**src/rtl/ex_mdu_pkg.sv**
```systemverilog
// rtl/ex_mdu_pkg.sv - shared constants and types for the iterative RV32M multiply/divide unit.
package ex_mdu_pkg;

  localparam logic [2:0] HOLD_NONE = 3'b000;
  localparam logic [2:0] HOLD_ID   = 3'b011;

  localparam logic [6:0] INST_TYPE_R_M = 7'b0110011;
  localparam logic [6:0] FUNCT7_M      = 7'b0000001;

  localparam logic [2:0] INST_MUL    = 3'b000;
  localparam logic [2:0] INST_MULH   = 3'b001;
  localparam logic [2:0] INST_MULHSU = 3'b010;
  localparam logic [2:0] INST_MULHU  = 3'b011;
  localparam logic [2:0] INST_DIV    = 3'b100;
  localparam logic [2:0] INST_DIVU   = 3'b101;
  localparam logic [2:0] INST_REM    = 3'b110;
  localparam logic [2:0] INST_REMU   = 3'b111;

  typedef enum logic [1:0] {
    MDU_IDLE = 2'd0,
    MDU_CALC = 2'd1,
    MDU_CORR = 2'd2,
    MDU_DONE = 2'd3
  } mdu_state_e;

  function automatic logic is_m_inst(input logic [6:0] opcode, input logic [6:0] funct7);
    return (opcode == INST_TYPE_R_M) && (funct7 == FUNCT7_M);
  endfunction

endpackage

```
**src/rtl/ex_mdu_if.sv**
```systemverilog
// rtl/ex_mdu_if.sv - execute-stage to multiply/divide unit request/result bus.
interface ex_mdu_if #(
  parameter int XLEN = 32
);
  logic            start_i;
  logic [2:0]      op_i;
  logic [XLEN-1:0] op1_i;
  logic [XLEN-1:0] op2_i;
  logic [4:0]      reg_waddr_i;
  logic            flush_i;
  logic            busy_o;
  logic            done_o;
  logic [XLEN-1:0] result_o;
  logic            reg_we_o;
  logic [4:0]      reg_waddr_o;
  logic [2:0]      hold_flag_o;

  modport master (
    output start_i, op_i, op1_i, op2_i, reg_waddr_i, flush_i,
    input  busy_o, done_o, result_o, reg_we_o, reg_waddr_o, hold_flag_o
  );

  modport slave (
    input  start_i, op_i, op1_i, op2_i, reg_waddr_i, flush_i,
    output busy_o, done_o, result_o, reg_we_o, reg_waddr_o, hold_flag_o
  );
endinterface

```
**src/rtl/ex_mdu.sv**
```systemverilog
// rtl/ex_mdu.sv - iterative one-bit-per-cycle RV32M multiply/divide unit with a fast path
// for divide-by-zero and signed overflow.
module ex_mdu
  import ex_mdu_pkg::*;
#(
  parameter  int XLEN  = 32,
  localparam int CNT_W = $clog2(XLEN) + 1
) (
  input  logic     clk,
  input  logic     rst,
  ex_mdu_if.slave  bus
);

  mdu_state_e        state_q, state_d;
  logic [CNT_W-1:0]  cnt_q, cnt_d;
  logic [2*XLEN-1:0] acc_q, acc_d;
  logic [XLEN-1:0]   opr_q, opr_d;
  logic [XLEN-1:0]   result_q, result_d;
  logic [2:0]        op_q, op_d;
  logic [4:0]        rd_q, rd_d;
  logic              neg1_q, neg1_d, neg2_q, neg2_d;
  logic              done;
  logic [2:0]        hold;

  logic            sgn1, sgn2, is_div_in, div_zero, overflow;
  logic [XLEN-1:0] mag1, mag2, fast_res;

  always_comb begin
    sgn1 = 1'b0;
    sgn2 = 1'b0;
    case (bus.op_i)
      INST_MULH:          begin sgn1 = 1'b1; sgn2 = 1'b1; end
      INST_MULHSU:        sgn1 = 1'b1;
      INST_DIV, INST_REM: begin sgn1 = 1'b1; sgn2 = 1'b1; end
      default:            ;
    endcase
  end

  assign is_div_in = bus.op_i[2];
  assign div_zero  = is_div_in && (bus.op2_i == '0);
  assign overflow  = is_div_in && sgn1 && (bus.op1_i == {1'b1, {(XLEN-1){1'b0}}})
                     && (bus.op2_i == '1);
  // REM/REMU on divide-by-zero return the dividend; on overflow DIV returns the dividend.
  assign fast_res  = div_zero ? (bus.op_i[1] ? bus.op1_i : '1)
                              : (bus.op_i[1] ? '0 : bus.op1_i);
  assign mag1 = (sgn1 && bus.op1_i[XLEN-1]) ? -bus.op1_i : bus.op1_i;
  assign mag2 = (sgn2 && bus.op2_i[XLEN-1]) ? -bus.op2_i : bus.op2_i;

  // Multiply: conditional add of the multiplicand into the high half, then shift right.
  logic [XLEN:0]     mul_sum;
  logic [2*XLEN-1:0] mul_next;
  assign mul_sum  = {1'b0, acc_q[2*XLEN-1:XLEN]} + {1'b0, (acc_q[0] ? opr_q : '0)};
  assign mul_next = {mul_sum, acc_q[XLEN-1:1]};

  // Divide: shift {rem, quot} left, trial-subtract the divisor from the partial remainder.
  logic [XLEN:0]     rem_sh, diff;
  logic [2*XLEN-1:0] div_next;
  assign rem_sh   = acc_q[2*XLEN-1:XLEN-1];
  assign diff     = rem_sh - {1'b0, opr_q};
  assign div_next = diff[XLEN] ? {rem_sh[XLEN-1:0], acc_q[XLEN-2:0], 1'b0}
                               : {diff[XLEN-1:0],   acc_q[XLEN-2:0], 1'b1};

  logic [2*XLEN-1:0] prod_fix;
  logic [XLEN-1:0]   corr_res;
  assign prod_fix = (neg1_q ^ neg2_q) ? -acc_q : acc_q;

  always_comb begin
    corr_res = '0;
    case (op_q)
      INST_MUL:                           corr_res = prod_fix[XLEN-1:0];
      INST_MULH, INST_MULHSU, INST_MULHU: corr_res = prod_fix[2*XLEN-1:XLEN];
      INST_DIV, INST_DIVU:                corr_res = (neg1_q ^ neg2_q) ? -acc_q[XLEN-1:0]
                                                                       : acc_q[XLEN-1:0];
      default:                            corr_res = neg1_q ? -acc_q[2*XLEN-1:XLEN]
                                                            : acc_q[2*XLEN-1:XLEN];
    endcase
  end

  always_comb begin
    state_d  = state_q;
    cnt_d    = cnt_q;
    acc_d    = acc_q;
    opr_d    = opr_q;
    result_d = result_q;
    op_d     = op_q;
    rd_d     = rd_q;
    neg1_d   = neg1_q;
    neg2_d   = neg2_q;
    done     = 1'b0;
    hold     = HOLD_NONE;
    if (bus.flush_i) begin
      state_d = MDU_IDLE;
    end else begin
      case (state_q)
        MDU_IDLE: begin
          if (bus.start_i) begin
            hold   = HOLD_ID;
            op_d   = bus.op_i;
            rd_d   = bus.reg_waddr_i;
            neg1_d = sgn1 && bus.op1_i[XLEN-1];
            neg2_d = sgn2 && bus.op2_i[XLEN-1];
            if (div_zero || overflow) begin
              acc_d   = {{XLEN{1'b0}}, fast_res};
              state_d = MDU_DONE;
            end else begin
              acc_d   = {{XLEN{1'b0}}, mag1};
              opr_d   = mag2;
              cnt_d   = CNT_W'(XLEN);
              state_d = MDU_CALC;
            end
          end
        end
        MDU_CALC: begin
          hold = HOLD_ID;
          if (cnt_q == '0) begin
            state_d = MDU_CORR;
          end else begin
            cnt_d = cnt_q - CNT_W'(1);
            acc_d = op_q[2] ? div_next : mul_next;
          end
        end
        MDU_CORR: begin
          hold    = HOLD_ID;
          acc_d   = {acc_q[2*XLEN-1:XLEN], corr_res};
          state_d = MDU_DONE;
        end
        default: begin
          done     = 1'b1;
          result_d = acc_q[XLEN-1:0];
          state_d  = MDU_IDLE;
        end
      endcase
    end
  end

  always_ff @(posedge clk or negedge rst) begin
    if (!rst) begin
      state_q  <= MDU_IDLE;
      cnt_q    <= '0;
      acc_q    <= '0;
      opr_q    <= '0;
      result_q <= '0;
      op_q     <= '0;
      rd_q     <= '0;
      neg1_q   <= 1'b0;
      neg2_q   <= 1'b0;
    end else begin
      state_q  <= state_d;
      cnt_q    <= cnt_d;
      acc_q    <= acc_d;
      opr_q    <= opr_d;
      result_q <= result_d;
      op_q     <= op_d;
      rd_q     <= rd_d;
      neg1_q   <= neg1_d;
      neg2_q   <= neg2_d;
    end
  end

  // The final result sits in the low accumulator half during DONE and is retained afterwards.
  assign bus.result_o    = (state_q == MDU_DONE) ? acc_q[XLEN-1:0] : result_q;
  assign bus.done_o      = done;
  assign bus.reg_we_o    = done;
  assign bus.reg_waddr_o = rd_q;
  assign bus.busy_o      = (state_q != MDU_IDLE);
  assign bus.hold_flag_o = hold;

endmodule

```
**src/flat_wrapper.sv**
```systemverilog
// flat-port wrapper written by rule: the top's interface ports become plain ports
module ex_mdu_flat import ex_mdu_pkg::*;
#(
  parameter  int XLEN  = 32,
  localparam int CNT_W = $clog2(XLEN) + 1
)
  (clk, rst, bus_start_i, bus_op_i, bus_op1_i, bus_op2_i, bus_reg_waddr_i, bus_flush_i, bus_busy_o, bus_done_o, bus_result_o, bus_reg_we_o, bus_reg_waddr_o, bus_hold_flag_o);
  ex_mdu_if #(.XLEN(XLEN)) bus_i ();
  input  logic clk;
  input  logic rst;
  input wire logic [$bits(bus_i.start_i)-1:0] bus_start_i;
  input wire logic [$bits(bus_i.op_i)-1:0] bus_op_i;
  input wire logic [$bits(bus_i.op1_i)-1:0] bus_op1_i;
  input wire logic [$bits(bus_i.op2_i)-1:0] bus_op2_i;
  input wire logic [$bits(bus_i.reg_waddr_i)-1:0] bus_reg_waddr_i;
  input wire logic [$bits(bus_i.flush_i)-1:0] bus_flush_i;
  output wire logic [$bits(bus_i.busy_o)-1:0] bus_busy_o;
  output wire logic [$bits(bus_i.done_o)-1:0] bus_done_o;
  output wire logic [$bits(bus_i.result_o)-1:0] bus_result_o;
  output wire logic [$bits(bus_i.reg_we_o)-1:0] bus_reg_we_o;
  output wire logic [$bits(bus_i.reg_waddr_o)-1:0] bus_reg_waddr_o;
  output wire logic [$bits(bus_i.hold_flag_o)-1:0] bus_hold_flag_o;
  assign bus_i.start_i = bus_start_i;
  assign bus_i.op_i = bus_op_i;
  assign bus_i.op1_i = bus_op1_i;
  assign bus_i.op2_i = bus_op2_i;
  assign bus_i.reg_waddr_i = bus_reg_waddr_i;
  assign bus_i.flush_i = bus_flush_i;
  assign bus_busy_o = bus_i.busy_o;
  assign bus_done_o = bus_i.done_o;
  assign bus_result_o = bus_i.result_o;
  assign bus_reg_we_o = bus_i.reg_we_o;
  assign bus_reg_waddr_o = bus_i.reg_waddr_o;
  assign bus_hold_flag_o = bus_i.hold_flag_o;
  ex_mdu #(.XLEN(XLEN)) u_core (.clk(clk), .rst(rst), .bus(bus_i));
endmodule
```
**config.mk**
```make
export PLATFORM = sky130hd
export DESIGN_NAME = ex_mdu_flat
export DESIGN_NICKNAME = d
export VERILOG_FILES = /design/src/rtl/ex_mdu_pkg.sv /design/src/rtl/ex_mdu_if.sv /design/src/rtl/ex_mdu.sv /design/src/flat_wrapper.sv
export SDC_FILE = /design/constraint.sdc
export NUM_CORES = 1
export LEC_CHECK = 0
export ABC_AREA = 1
export CORE_MARGIN = 2
export CORE_UTILIZATION = 40
export CTS_CLUSTER_DIAMETER = 60
export CTS_CLUSTER_SIZE = 40
export DETAILED_ROUTE_END_ITERATION = 16
export GPL_TIMING_DRIVEN = 0
export MAX_ROUTING_LAYER = met4
export REMOVE_ABC_BUFFERS = 1
export SETUP_SLACK_MARGIN = 0.5
export SLEW_MARGIN = 25
export SYNTH_ARGS = -nofsm -noshare
export SYNTH_HDL_FRONTEND = slang
export SYNTH_SLANG_ARGS = --single-unit
```
**constraint.sdc**
```tcl
create_clock -name clk -period 2.9 [get_ports clk]
set_clock_uncertainty 0.2 [all_clocks]
set_input_delay 0.58 -clock clk [delete_from_list [all_inputs] [get_ports clk]]
set_output_delay 0.58 -clock clk [all_outputs]
set_load 0.01 [all_outputs]
```
# Word-level counts from Yosys, hierarchy flattened
# Index checks and enable logic that the tools add are counted.
[classes]
add_sub_neg = 8
multipliers = 0
div_mod_pow = 0
order_cmp = 0
eq_ne = 21
shift = 0
muxes = 33
bitwise = 5
n_reduce_logical = 27
[op_table]
columns = ["op", "n"]
rows = [
  ["2-to-1 mux 32 bit", 10],
  ["2-to-1 mux 64 bit", 5],
  ["case mux 64 bit (3 select lines)", 1],
  ["negation 32 bit", 4],
  ["case mux 32 bit (3 select lines)", 1],
  ["equality test 32 bit, second input constant", 2],
  ["negation 64 bit", 1],
  ["adder 32 x 32 -> 33 bit", 1],
  ["subtractor 33 x 32 -> 33 bit", 1],
  ["logical NOT 32 bit", 1],
  ["2-to-1 mux 6 bit", 3],
  ["equality test 3 bit, second input constant", 4],
  ["case mux 6 bit (2 select lines)", 1],
  ["2-to-1 mux 2 bit", 5],
  ["AND reduction 5 bit", 2],
  ["equality test 3 x 2 -> 1 bit, second input constant", 3],
  ["!= test 3 x 2 -> 1 bit, second input constant", 3],
  ["OR reduction 3 bit", 3],
  ["equality test 3 x 1 -> 1 bit, second input constant", 2],
  ["logical AND 1 bit", 6],
  ["logical NOT 6 bit", 1],
  ["!= test 2 bit, second input constant", 3],
  ["case mux 2 bit (3 select lines)", 1],
  ["case mux 3 bit (2 select lines)", 1],
  ["other kinds (19)", 29],
]
[totals]
reg_bits = 146
latch_bits = 0
ram_bits = 0
mem_bits_ro = 0
input_bits = 76
output_inout_bits = 43
wordCells = 104
n_memories = 0

# Depth between registers and ports, before layout
# Gate-level depths: netlist of the first run.
[depth]
word_depth = 11
ltp_mapped = 22
ltp_nobuf = 20

# Worst setup path after synthesis of the first run
# Ideal clock, no wire load.
[synth_path]
path_type = "reg-to-reg"
startpoint = "reg u_core.acc_q[0]"
endpoint = "reg u_core.acc_q[61]"
setup_time_ps = 116
arrival_ps = 2541
required_ps = 2584
setup_slack_ps = 43
stages_incl_launch_ff = 22
path_buffers = 2
period_less_slack_ps = 2857
cell_sequence = "dfrtp_1 > buf_2 > buf_1 > nand2_1 > inv_1 > ha_1 > inv_1 > fa_1 > inv_1 > nand2_1 > o21ai_0 > nand2_1 > nand2_1 > nand2_1 > nand2_1 > nand2_1 > nand3_1 > nand3_1 > nand2_1 > inv_1 > nand2_1 > nand2_1"
[synth_between]
elab_chain_cells = 5
[synth_rtl]
columns = ["item", "line", "rtl"]
rows = [
  ["from (decl)", "ex_mdu.sv:16", "logic [2*XLEN-1:0] acc_q, acc_d;"],
  ["from (signal assigned)", "ex_mdu.sv:140", "acc_q <= '0;"],
  ["from (signal assigned)", "ex_mdu.sv:150", "acc_q <= acc_d;"],
  ["2-to-1 mux 32 bit", "ex_mdu.sv:52", "assign mul_sum = {1'b0, acc_q[2*XLEN-1:XLEN]} + {1'b0, (acc_q[0] ? opr_q : '0)};"],
  ["adder 32 x 32 -> 33 bit", "ex_mdu.sv:52", ""],
  ["2-to-1 mux 64 bit", "ex_mdu.sv:119", "acc_d = op_q[2] ? div_next : mul_next;"],
  ["2-to-1 mux 64 bit", "ex_mdu.sv:115", "if (cnt_q == '0) begin"],
  ["case mux 64 bit (3 select lines)", "ex_mdu.sv:94", "case (state_q)"],
]
# Every way passes these cells. The select of a mux whose other input is x is not followed.
# A chain may end at the register's enable or synchronous reset.

# Worst setup path after layout of the first run
[layout_path]
startpoint = "reg u_core.acc_q[31]"
endpoint = "reg u_core.acc_q[53]"
[layout_between]
elab_chain_cells = 5
[layout_rtl]
columns = ["item", "line", "rtl"]
rows = [
  ["subtractor 33 x 32 -> 33 bit", "ex_mdu.sv:59", "assign diff = rem_sh - {1'b0, opr_q};"],
  ["2-to-1 mux 64 bit", "ex_mdu.sv:60", "assign div_next = diff[XLEN] ? {rem_sh[XLEN-1:0], acc_q[XLEN-2:0], 1'b0}"],
  ["2-to-1 mux 64 bit", "ex_mdu.sv:119", ""],
  ["2-to-1 mux 64 bit", "ex_mdu.sv:115", ""],
  ["case mux 64 bit (3 select lines)", "ex_mdu.sv:94", ""],
]
# Every way passes these cells. The select of a mux whose other input is x is not followed.

==> results of run 1 <==
-- flip-flops by register name (all words and copies together) (netlist names) --
signal and count:
u_core.acc_q 64, u_core.opr_q 32, u_core.result_q 32, u_core.cnt_q 6, u_core.bus.reg_waddr_o 5, u_core.op_q 3
u_core.state_q 2, u_core.neg1_q 1, u_core.neg2_q 1
-- per-stage QoR --
stage	hold slack, ps	setup TNS [ps]	instances
3_3_place_gp	263	-1055640	4059
2_1_floorplan	84.4	-67250	3335
3_5_place_dp	259	-87170	4065
4_1_cts	275	0	4194
6_report	222	0	4269
5_1_grt	229	0	4269
-- repair_timing --
item | 4_1_cts | 5_1_grt
pin swaps | 52 | 90
setup buffers | 81 | 67
hold buffers | 1 | 0
endpoints found under the hold margin | 60 | 0
cloned | 15 | 8
resized for setup | 398 | 426
setup endpoints to repair | 140 | 153
-- cell usage after synthesis (31+ instances only) --
library cell / number / area share [%]
clkbuf_1: 58 / 1.2
o21ai_0: 249 / 6.6
nand4_1: 52 / 1.7
inv_1: 412 / 8.2
a21oi_1: 150 / 4.0
xor2_1: 54 / 2.5
nor2_1: 395 / 7.8
ha_1: 74 / 4.9
nand2_1: 1269 / 25
dfrtp_1: 146 / 19
nand3_1: 284 / 7.5
buf_2: 31 / 0.82
-- logic make-up after synthesis --
group,count (synthesis),share of synthesized area (%)
and+or+nand+nor,2124,46.8
DFF,146,19.3
xor gates and xnor gates,78,3.71
other,1,0.0198
adders and majority gates,76,5.11
AOI/OAI and AO/OA,476,13.3
buffers and inverters,549,11.7
-- where the power goes --
part           switching, uW  total (uW)  internal (uW)
clock                   1130        2350           1220
sequential              1330        4270           2940
combinational          12600       19200           6580
total                  15100       25800          10700
-- worst max-delay path, cell delays in order (launching register included) --
cell,delay (ps)
dfrtp_2,400
clkinvlp_4,120
ha_4,190
fa_2,370
inv_2,80
nand3_2,60
nand2_2,90
nand2_2,70
nand2_4,100
nand2_4,60
nand2_4,90
nand2_8,90
nand3_4,100
buf_12,130
nand2_8,140
nand2_4,130
nand3_2,80
nand3_2,80
nand2_2,60
-- cell type report --
class,count,share of cell area [%]
Sequential cell,146,15.1
Timing Repair Buffer,278,10.6
Clock buffer,17,1.72
Clock inverter,15,0.652
Multi-Input combinational cell,2764,61.5
Timing Repair inverter,8,0.232
Tap cell,607,3.07
Inverter,434,7.14
-- per-layer routing --
metal	global-route usage [%]	wire length, um	share of wire (%)	vias to the layer above
li1	-	-	-	11400
met1	46.6	37500	45	10900
met2	49.3	36100	43	1026
met3	6.73	8220	9.8	129
met4	9.50	2300	2.7	0
met5	-	0	0	-
-- final timing paths --
check | startpoint | endpoint | slack [ps]
setup / recovery | u_core.acc_q[31]$_DFFE_PN0P_ | u_core.acc_q[53]$_DFFE_PN0P_ | 130
hold / removal | bus_op2_i[0] | u_core.opr_q[0]$_DFFE_PN0P_ | 220
setup reg to reg | u_core.acc_q[31]$_DFFE_PN0P_ | u_core.acc_q[53]$_DFFE_PN0P_ | 130
hold reg to reg | u_core.bus.reg_waddr_o[2]$_DFFE_PN0P_ | u_core.bus.reg_waddr_o[2]$_DFFE_PN0P_ | 270
max in group asynchronous | rst | u_core.acc_q[9]$_DFFE_PN0P_ | 1220
min in group asynchronous | rst | u_core.opr_q[17]$_DFFE_PN0P_ | 420
==> results by group, run 1 <==
Power and ir drop
  • Power density cells: 1040 mW/mm2
  • Maximum vdd ir drop: 888 uV
  • Static leakage: 0.0123 uW
  • Overall Power: 25800 uW

Yosys
  • Distinct cells, synth: 52
  • Mapped Area: 0.0189 mm2
  • Top_reg_cell synth: dfrtp_1
  • Cell count after synthesis: 3450
  • Async SR Flop Fraction: 100%
  • Flops & latches, synth: 146
  • Avg Inst Size Synth: 5.48 um2
  • Post-synthesis sequential area ratio: 19.3%
  • Number of synthesized flops with an enable pin: 0
  • Yosys warnings: 0

Routing
  • Avg WL per Cell: 19.7 um
  • Post-Route WL: 84.1 mm
  • Mean number of vias per cell: 5.48
  • DRT iter0 DRCs: 2760
  • Pre-Repair DR Iteration Count: 12
  • Remaining antenna violation count after routing: 0
  • Remaining DRCs: 3
  • Via count: 23400

Setup path
  • CP max FO: 8
  • CP arrival: 2970 ps
  • R2r worst-path depth: 18
  • Crit end category: flip-flop
  • WP data required: 3100 ps
  • CP Launch Type: flip-flop
  • WS Path Type: reg -> reg

Placement
  • Pre-CTS WS: -1600 ps
  • Post-Place Cell Area: 0.0204 mm2
  • PortBufs: 117
  • Post-DP HPWL: 58.1 mm
  • Placer Congestion: 1.00

Hold path
  • Hold Path Depth: 3
  • Tightest Hold Check Type: in -> reg

Timing
  • Min cycle time layout: 2770 ps
  • FMAX: 360 MHz
  • Number of setup violations in the final report: 0
  • Worst setup margin: 126 ps
  • Slew margin rel.: 34.4%
  • Fin. max-slew vios: 0
  • Unrepaired setup endpoints after global routing: true
  • Worst Tran Pin Value: 985 ps
  • Hold Fails Final Rpt: 0
  • Tcrit/Tclk final: 95.7%

Clocking
  • Clk sinks: 146
  • H-tree levels: 4
  • Clock-pin slew on the worst setup and hold paths: 80 ps
  • Worst skew pair latency: 500 ps
  • CTS Buf Count: 17
  • CTS tree: yes
  • CTS Root Cell: clkbuf_16
  • Worst-case clock buffer depth: 2

Floorplanning
  • Standard-cell rows: 79
  • Die footprint: 0.0490 mm2
  • Core area: 0.0467 mm2
  • Die width: 221 um
  • Starting Density: 40.5%
  • IO Pins: 119
  • Die Span Y: 221 um

GRT
  • Grt ovf: 0
  • Largest net degree at the start of global routing: 87
  • First-pass GRT wire length: 123 mm
  • Initial antenna violation count: 0
  • Gr usage total: 33.6%
  • Vias in the first global route: 20700

Final layout
  • Most common cell after layout, fill and taps aside: nand2_1
  • Area Growth Syn to Fin: 31.0%
  • Register area: 0.00373 mm2
  • Design Area, Final: 0.0248 mm2
  • Commonest non-fill, non-tap cells in the layout: nand2_1 (1171), inv_1 (381), nor2_1 (319)
  • Area taken by multi-input logic gates: 0.0152 mm2
  • Fillers: 4873
  • # nets final: 3801
  • Layout cells sized above 1: 21.2%
  • Post-layout util: 53.1%
  • # diodes: 0

Outcome
  • Outcome: finished, violations left
  • Failing checks: DRC

Flow run
  • Number of max-cap violations: 0
(Power assumes the default switching activity.)
==> run 2: changes to the inputs <==
CTS_CLUSTER_SIZE = 24   (was 40)
SKIP_LAST_GASP = 1   (was unset)
SLEW_MARGIN = 20   (was 25)
==> run 2 against run 1 <==
- the run still ends with DRC left
- final cell count is 0.80% higher
- wire length is 0.39% higher
- non-clock buffer count is 36 higher
- global-route usage is 0.11 points higher
- worst setup slack worse by 4.3 ps
- first-iteration DRC count is 4.3% lower
- clock power is 2% lower
- register-to-register slack hardly changed
- sequential share of layout area is 0.46 points lower
- final area is 3.1% higher
- worst hold slack better by 54 ps
- sequential cell count stayed put
==> results by group, run 2 (synthesis gave the netlist of run 1 again) <==
Clocking
  • CTS Root Cell: clkbuf_16
  • CTS tree: yes
  • Clk sinks: 146
  • Clock-pin slew on the worst setup and hold paths: 70 ps
  • Worst-case clock buffer depth: 2
  • CTS Buf Count: 17
  • Worst skew pair latency: 500 ps
  • H-tree levels: 4

Setup path
  • WS Path Type: reg -> reg
  • CP Launch Type: flip-flop
  • CP arrival: 2970 ps
  • CP max FO: 5
  • WP data required: 3090 ps
  • Crit end category: flip-flop

Placement
  • Placer Congestion: 1.00
  • Post-Place Cell Area: 0.0204 mm2
  • PortBufs: 117
  • Placed insts: 4065
  • Post-DP HPWL: 58.1 mm

GRT
  • Initial antenna violation count: 0
  • Gr usage total: 33.7%
  • Grt ovf: 0
  • Vias in the first global route: 20900
  • Largest net degree at the start of global routing: 91
  • First-pass GRT wire length: 124 mm

Routing
  • Mean number of vias per cell: 5.46
  • Post-Route WL: 84.5 mm
  • Pre-Repair DR Iteration Count: 14
  • Remaining DRCs: 3
  • Remaining antenna violation count after routing: 0
  • Via count: 23500
  • DRT iter0 DRCs: 2640
  • Avg WL per Cell: 19.6 um

Outcome
  • Outcome: finished, violations left
  • Failing checks: DRC

Final layout
  • Most common cell after layout, fill and taps aside: nand2_1
  • Largest regs: u_core.acc_q: 64 flops, u_core.opr_q: 32 flops, u_core.result_q: 32 flops
  • # diodes: 0
  • # nets final: 3835
  • Layout cells sized above 1: 23.3%
  • Post-layout util: 54.7%
  • Design Area, Final: 0.0255 mm2
  • Fin cells: 4303
  • Area Growth Syn to Fin: 35.0%
  • Max reg flops: 64
  • Top reg by flops: u_core.acc_q
  • Commonest non-fill, non-tap cells in the layout: nand2_1 (1143), inv_1 (369), nor2_1 (293)
  • Fillers: 4871

Power and ir drop
  • Overall Power: 26700 uW
  • Static leakage: 0.0129 uW
  • Maximum vdd ir drop: 735 uV
  • Power density cells: 1050 mW/mm2

Timing
  • Min cycle time layout: 2780 ps
  • Worst Tran Pin Value: 970 ps
  • Slew margin rel.: 35.3%
  • Hold Fails Final Rpt: 0
  • FMAX: 360 MHz
  • Unrepaired setup endpoints after global routing: true
  • Fin. max-slew vios: 0
  • Tcrit/Tclk final: 95.8%
  • Number of setup violations in the final report: 0
  • Setup TNS: 0 ps

Floorplanning
  • Core area: 0.0467 mm2
  • Die Span Y: 221 um
  • Standard-cell rows: 79
  • Starting Density: 40.5%
  • Die width: 221 um
  • IO Pins: 119
  • Die footprint: 0.0490 mm2

Hold path
  • Tightest Hold Check Type: reg -> reg

Flow run
  • Number of max-cap violations: 0
run 2: what timing repair did:
item | CTS | global route
resized for setup | 387 | 468
hold endpoints to repair | 56 | 0
gates cloned | 15 | 5
hold buffers | 1 | 0
setup buffers | 74 | 111
endpoints found under the setup margin | 140 | 139
pin swaps | 59 | 136
run 2: final timing paths:
path	startpoint	cells after the start	slack (ps)	end
max	u_core.acc_q[0]$_DFFE_PN0P_	15	120	u_core.acc_q[51]$_DFFE_PN0P_
min in group asynchronous	rst	2	410	u_core.opr_q[21]$_DFFE_PN0P_
min	u_core.bus.reg_waddr_o[2]$_DFFE_PN0P_	2	280	u_core.bus.reg_waddr_o[2]$_DFFE_PN0P_
min reg2reg	u_core.bus.reg_waddr_o[2]$_DFFE_PN0P_	2	280	u_core.bus.reg_waddr_o[2]$_DFFE_PN0P_
max reg2reg	u_core.acc_q[0]$_DFFE_PN0P_	15	120	u_core.acc_q[51]$_DFFE_PN0P_
max in group asynchronous	rst	3	1200	u_core.acc_q[8]$_DFFE_PN0P_
run 2: area by class of cell:
class	instances	area, um2	share of cell area [%]
clock inverter	15	146	0.573
inverter	434	1770	6.93
clock buffer	17	425	1.67
timing repair inverter	6	41.3	0.162
tap	607	759	2.97
timing repair buffer	314	3110	12.2
multi-input combinational	2764	15500	60.9
sequential	146	3730	14.6
run 2: report_power, final:
group,switching [uW],total [uW],internal (uW)
sequential,1330,4270,2940
combinational,13000,20200,7150
clock,1100,2300,1200
total,15400,26700,11300
run 2: layer usage:
layer  vias to the layer above  track usage [%]  part of all wire, %
met5                         -                -                    0
met4                         0             9.50                  3.3
met3                       172             7.38                   11
met2                      1098             49.1                   42
met1                     10800             46.6                   44
li1                      11400                -                    -
run 2: critical path, stage by stage (launching register included):
cell and delay [ps]:
dfrtp_4 520, buf_6 160, buf_16 140, nand2_1 50, inv_1 60, ha_4 240, a21oi_1 240, nor2_1 100
nor2_2 180, nand2_1 90, nand2_1 60, nand3_1 110, a21oi_1 170, o21ai_0 160, nand3_1 120, nand2_1 50
run 2: per-stage QoR:
stage	setup slack [ps]	hold WS, ps
2_1_floorplan	-1850	84.4
3_5_place_dp	-1640	259
3_3_place_gp	-5280	263
6_report	121	276
5_1_grt	64.4	295
4_1_cts	123	274
